<file path="src/rtl/ifetch_tag_stage.sv">
// rtl/ifetch_tag_stage.sv - per-SM fetch tag stage: thread PCs, round-robin pick, L1I tag read
// Miss-blocked threads sleep until their L2 fill; rollback overrides miss/fill on the same thread.
module ifetch_tag_stage #(
    parameter int          NUM_THREADS = 4,
    parameter int          LINE_BYTES  = 64,
    parameter int          L1I_SETS    = 16,
    parameter logic [31:0] RESET_PC    = 32'h0
) (
    input  logic                           clk,
    input  logic                           reset,
    input  logic [NUM_THREADS-1:0]         thread_en,
    input  logic                           ifd_ready,
    input  logic                           ifd_cache_miss,
    input  logic [$clog2(NUM_THREADS)-1:0] ifd_cache_miss_thread_idx,
    input  logic [31:0]                    ifd_cache_miss_pc,
    input  logic                           l2i_fill_valid,
    input  logic [$clog2(NUM_THREADS)-1:0] l2i_fill_thread_idx,
    input  logic                           rollback_en,
    input  logic [$clog2(NUM_THREADS)-1:0] rollback_thread_idx,
    input  logic [31:0]                    rollback_pc,
    output logic                           ift_tag_read_en,
    output logic [$clog2(L1I_SETS)-1:0]    ift_tag_read_set,
    output logic                           ift_instruction_requested,
    output logic [31:0]                    ift_pc,
    output logic [$clog2(NUM_THREADS)-1:0] ift_thread_idx
);
    localparam int TW = $clog2(NUM_THREADS);
    localparam int SW = $clog2(L1I_SETS);
    localparam int OW = $clog2(LINE_BYTES);

    logic [31:0]            r_pc [NUM_THREADS];
    logic [NUM_THREADS-1:0] r_waiting;
    logic [TW-1:0]          r_last_grant;
    logic                   r_req;
    logic [31:0]            r_ift_pc;
    logic [TW-1:0]          r_ift_idx;

    logic [NUM_THREADS-1:0] w_eligible;
    logic                   w_grant_valid;
    logic [TW-1:0]          w_grant_idx;
    logic [31:0]            w_rb_pc;
    logic [31:0]            w_miss_pc;
    logic                   w_unused_pc_lsbs;

    assign w_rb_pc          = {rollback_pc[31:2], 2'b00};
    assign w_miss_pc        = {ifd_cache_miss_pc[31:2], 2'b00};
    assign w_unused_pc_lsbs = ^{rollback_pc[1:0], ifd_cache_miss_pc[1:0]};

    // A thread being redirected or reported missing this cycle must not be fetched from its stale PC.
    always_comb begin
        w_eligible = '0;
        for (int t = 0; t < NUM_THREADS; t++) begin
            w_eligible[t] = thread_en[t] & ~r_waiting[t]
                          & ~(rollback_en && (rollback_thread_idx == TW'(t)))
                          & ~(ifd_cache_miss && (ifd_cache_miss_thread_idx == TW'(t)));
        end
    end

    // Scan from farthest to nearest offset so the nearest eligible thread after last_grant wins.
    always_comb begin
        w_grant_valid = 1'b0;
        w_grant_idx   = r_last_grant;
        for (int k = NUM_THREADS; k >= 1; k--) begin
            if (w_eligible[r_last_grant + TW'(k)]) begin
                w_grant_valid = 1'b1;
                w_grant_idx   = r_last_grant + TW'(k);
            end
        end
        w_grant_valid = w_grant_valid & ifd_ready;
    end

    assign ift_tag_read_en           = w_grant_valid & ~reset;
    assign ift_tag_read_set          = r_pc[w_grant_idx][OW +: SW];
    assign ift_instruction_requested = r_req;
    assign ift_pc                    = r_ift_pc;
    assign ift_thread_idx            = r_ift_idx;

    always_ff @(posedge clk) begin
        if (reset) begin
            for (int t = 0; t < NUM_THREADS; t++) begin
                r_pc[t] <= RESET_PC & ~32'h3;
            end
            r_waiting    <= '0;
            r_last_grant <= TW'(NUM_THREADS - 1);
            r_req        <= 1'b0;
            r_ift_pc     <= 32'h0;
            r_ift_idx    <= '0;
        end else begin
            r_req <= w_grant_valid;
            if (w_grant_valid) begin
                r_last_grant <= w_grant_idx;
                r_ift_pc     <= r_pc[w_grant_idx];
                r_ift_idx    <= w_grant_idx;
            end
            for (int t = 0; t < NUM_THREADS; t++) begin
                if (rollback_en && (rollback_thread_idx == TW'(t))) begin
                    r_pc[t]      <= w_rb_pc;
                    r_waiting[t] <= 1'b0;
                end else if (ifd_cache_miss && (ifd_cache_miss_thread_idx == TW'(t))) begin
                    r_pc[t]      <= w_miss_pc;
                    r_waiting[t] <= 1'b1;
                end else begin
                    if (l2i_fill_valid && (l2i_fill_thread_idx == TW'(t))) begin
                        r_waiting[t] <= 1'b0;
                    end
                    if (w_grant_valid && (w_grant_idx == TW'(t))) begin
                        r_pc[t] <= r_pc[t] + 32'd4;
                    end
                end
            end
        end
    end
endmodule
</file>
<file path="config.mk">
export PLATFORM = sky130hd
export DESIGN_NAME = ifetch_tag_stage
export DESIGN_NICKNAME = d
export VERILOG_FILES = /design/src/rtl/ifetch_tag_stage.sv
export SDC_FILE = /design/constraint.sdc
export NUM_CORES = 1
export LEC_CHECK = 0
export ABC_CLOCK_PERIOD_IN_PS = 6500
export CAP_MARGIN = 10
export CELL_PAD_IN_SITES_DETAIL_PLACEMENT = 1
export CELL_PAD_IN_SITES_GLOBAL_PLACEMENT = 1
export CORE_MARGIN = 10
export CORE_UTILIZATION = 40
export CTS_BUF_LIST = sky130_fd_sc_hd__clkbuf_4 sky130_fd_sc_hd__clkbuf_8 sky130_fd_sc_hd__clkbuf_16
export DETAILED_ROUTE_END_ITERATION = 8
export GPL_TIMING_DRIVEN = 0
export PLACE_DENSITY_LB_ADDON = 0.1
export SYNTH_ARGS = -nofsm -noshare
export SYNTH_HDL_FRONTEND = slang
export SYNTH_SLANG_ARGS = --single-unit
export TNS_END_PERCENT = 30
</file>
<file path="constraint.sdc">
create_clock -name clk -period 6.5 [get_ports clk]
set_input_delay 1.3 -clock clk [delete_from_list [all_inputs] [get_ports clk]]
set_output_delay 1.3 -clock clk [all_outputs]
set_load 0.1 [all_outputs]
</file>
==> results.toml, run 1 <==
[run_status]
run_status = "finished, final reports clean"

[detailed_routing]
drt_wl_total_mm = 40.0
ant_nets = 0
dr_total_vias = 8847
dr_pass1_iterations = 5
avgRoutedWirePerCell_um = 27.3
post_drt_via_cell_ratio = 6.03
drc = 0
detailedRoute.firstIterationViolations = 757

[grt]
grt_overflow_total = 0
globalRouteTotalUtil_pct = 24.0
grt_pass1_vias = 8777
grt_max_degree = 31
global_route_wire_length_before_repair_mm = 59.2
grt_antenna_before_repair = 1

[finish]
layout.cells.most_common = "sky130_fd_sc_hd__mux2i_1"
nNetsFinal = 1206
fraction_of_final_layout_cells_with_drive_strength_greater_than_1_pct = 6.70
layout.cells.most_common_list = "sky130_fd_sc_hd__mux2i_1, sky130_fd_sc_hd__edfxtp_1, sky130_fd_sc_hd__clkdlybuf4s50_1"
syn2layout_area_growth_pct = 21.7
n_fill_cell = 2757

[sta]
min_period_ps = 6370
tightestPinTransition_ps = 1020
report.final.hold_viol_count = 0
fin_worst_skew_ps = 13.4
tns_ps = 0
timing.slew.headroom_pct = 31.6
post-route-period-util_pct = 98.1
grt_setup_unrepaired = "false"
timing_max_transition_violations_final = 0
finalSetupViolations = 0
fmax_ghz = 0.157

[floorplan]
ioPinCount = 120
fp.coreArea_um2 = 25200
std_cell_rows = 58
die_width_um = 180
chipHeight_um = 180
fp.dieArea_um2 = 32400
floorplan.initialDensity_pct = 40.6

[clocking]
postCtsHoldBufs = 0
cts_buffer_depth = 2
tritoncts = "done"
post_cts_setup_buffer_count = 0
clock_sink_count = 159
clock_buffers_created_by_tritoncts = 17
clock_latency_ps = 440
htreeDepth = 4
clock-root-buffer = "sky130_fd_sc_hd__clkbuf_16"
cts.clk_slew.worst_paths_ps = 80

[yosys]
syn-mean-instance-area_um2 = 10.4
multiplexer_fraction_of_the_synthesized_cell_area_pct = 16.5
synthesis.area_um2 = 10200
synth-async-reset-ratio_pct = 0
post_synth_fa_ha_maj_area_fraction_pct = 0.489
synth_simple_gate_area_share_pct = 14.5
synth.yosys.seq_area_share_pct = 42.9
ys_ff_latch = 159
synth_top_family_by_area = "multiplexers"
post_synth_xor_area_fraction_pct = 9.51
netlist-cell-type-count = 50
synthCells = 987
synth-main-ff-cell = "sky130_fd_sc_hd__edfxtp_1"
yosysWarningCount = 0
number_of_enable_flip_flop_cells_after_synthesis = 120
compound_gate_portion_of_the_synthesized_area_pct = 12.7

[setup_path]
timing.critical_path.from_type = "primary input"
critical_path_peak_fanout = 10
critical_path.endpoint_type = "primary output"
timing.setup.critical_path_class = "primary input to primary output"
arrival_ps = 5070
timing.critical_path.required_ps = 5200

[power]
report.power.total_mw = 3.28
combinationalPowerShare_pct = 26.2
power.net_switching_mw = 1.23
share_clk_of_total_power_pct = 32.5
irDropWorstVdd_mv = 0.157
p_seq_share_pct = 41.3
cellInternalPower_mw = 2.05
power-per-cell-area_nw_per_um2 = 263
power.share.switching_pct = 37.4
power.leakage_nw = 4.24

[placed_design]
gpl.final_weighted_congestion = 0.964
portBuffers = 112
dp_hpwl_mm = 32.0

[worst_hold_path]
hp-class = "register to register"

[run]
number_of_maximum_capacitance_violations = 0
[flip-flops by register name (all words and copies together) (netlist names)]
signal,flops
ift_instruction_requested,1
ift_thread_idx,2
ift_pc,30
r_waiting,4
r_last_grant,2
r_pc,120
[synth_stat cells (19+ instances only)]
cell | count | area share (%)
sky130_fd_sc_hd__o21ai_0 | 19 | 0.93
sky130_fd_sc_hd__clkbuf_1 | 34 | 1.2
sky130_fd_sc_hd__xor2_1 | 72 | 6.2
sky130_fd_sc_hd__dfxtp_1 | 39 | 7.6
sky130_fd_sc_hd__o221ai_1 | 32 | 2.7
sky130_fd_sc_hd__nor2_1 | 32 | 1.2
sky130_fd_sc_hd__xnor2_1 | 39 | 3.3
sky130_fd_sc_hd__nand2_1 | 86 | 3.2
sky130_fd_sc_hd__nand4_1 | 32 | 2.0
sky130_fd_sc_hd__a22oi_1 | 31 | 2.3
sky130_fd_sc_hd__nand3_1 | 45 | 2.2
sky130_fd_sc_hd__o22ai_1 | 91 | 5.6
sky130_fd_sc_hd__edfxtp_1 | 120 | 35
sky130_fd_sc_hd__mux2i_1 | 169 | 17
[path summary, 6_finish.rpt]
check	start	to	slack, ps	cells past startpoint
worst min-delay path	r_waiting[3]	r_waiting[3]	470	2
worst max-delay path	ifd_cache_miss_thread_idx[0]	ift_tag_read_set[3]	130	10
worst min register to register	r_waiting[3]	r_waiting[3]	470	2
worst max register to register	r_waiting[0]	r_pc[3][22]	3340	6
[cell type report]
cell class	instances	area [um2]	area share [%]
flip-flops and latches	159	4380	35.2
multi-input cells	754	5520	44.4
inverters	12	45.0	0.362
clock inverters	15	188	1.51
repair buffers	115	1170	9.44
well taps	330	413	3.32
diodes	1	2.50	0.0201
clock buffers	17	425	3.42
plain buffers	63	295	2.37
[power groups by stage]
stage,combinational [mW],clock (mW),sequential (mW)
2_1_floorplan,0.393,0,1.49
5_1_grt,0.897,1.12,1.37
4_1_cts,0.848,1.07,1.35
6_report,0.860,1.06,1.35
3_3_place_gp,0.833,0,1.37
3_5_place_dp,0.848,0,1.37
[through the flow]
step                      hold slack, ps  instance area (um2)  util [%]  instances  setup WS (ps)
final                                469                12500      49.4       1466            126
after detailed placement             459                11800      46.9       1432           -165
after floorplan                      444                10200         -        988            987
after global placement               456                11800      46.7       1430           -568
after global routing                 512                12500      49.4       1466           11.5
after CTS                            469                12400      49.3       1464            168
[metal layers]
metal,routed length [um],GRT usage (%),part of all wire [%],up-vias
li1,-,-,-,4072
met1,18700,34.5,47,4462
met2,18400,37.6,46,282
met3,2330,2.85,5.8,31
met4,538,5.23,1.3,0
met5,0,0,0,-
[kinds of logic after synthesis]
logic type,Yosys count
other,1
XOR/XNOR,111
multiplexers,169
AND/OR/NAND/NOR,281
flip-flops,159
AO/OA/AOI/OAI,187
adder cells (fa/ha/maj),4
buffers and inverters,75
[worst max-delay path, stage by stage]
cell	delay [ps]
sky130_fd_sc_hd__clkdlybuf4s50_1	530
sky130_fd_sc_hd__nand3_1	270
sky130_fd_sc_hd__nand3_1	330
sky130_fd_sc_hd__o22ai_1	170
sky130_fd_sc_hd__a22oi_1	480
sky130_fd_sc_hd__buf_4	310
sky130_fd_sc_hd__buf_4	320
sky130_fd_sc_hd__mux2i_1	260
sky130_fd_sc_hd__mux2i_1	200
sky130_fd_sc_hd__dlygate4sd2_1	880
[timing repair]
item                                    4_1_cts  5_1_grt
pin swaps                                     0        0
gates resized for setup                       4        2
endpoints found under the setup margin        4        1
(Power assumes the default switching activity.)
==> run 2, diff against run 1 <==
--- a/config.mk
+++ b/config.mk
@@ -11,7 +11,7 @@
 export CELL_PAD_IN_SITES_GLOBAL_PLACEMENT = 1
 export CORE_MARGIN = 10
 export CORE_UTILIZATION = 40
-export CTS_BUF_LIST = sky130_fd_sc_hd__clkbuf_4 sky130_fd_sc_hd__clkbuf_8 sky130_fd_sc_hd__clkbuf_16
+export CTS_CLUSTER_DIAMETER = 100
 export DETAILED_ROUTE_END_ITERATION = 8
 export GPL_TIMING_DRIVEN = 0
 export PLACE_DENSITY_LB_ADDON = 0.1
==> results of run 2 <==
Same layout as run 1: the final DEF is identical, and so are final timing and power.
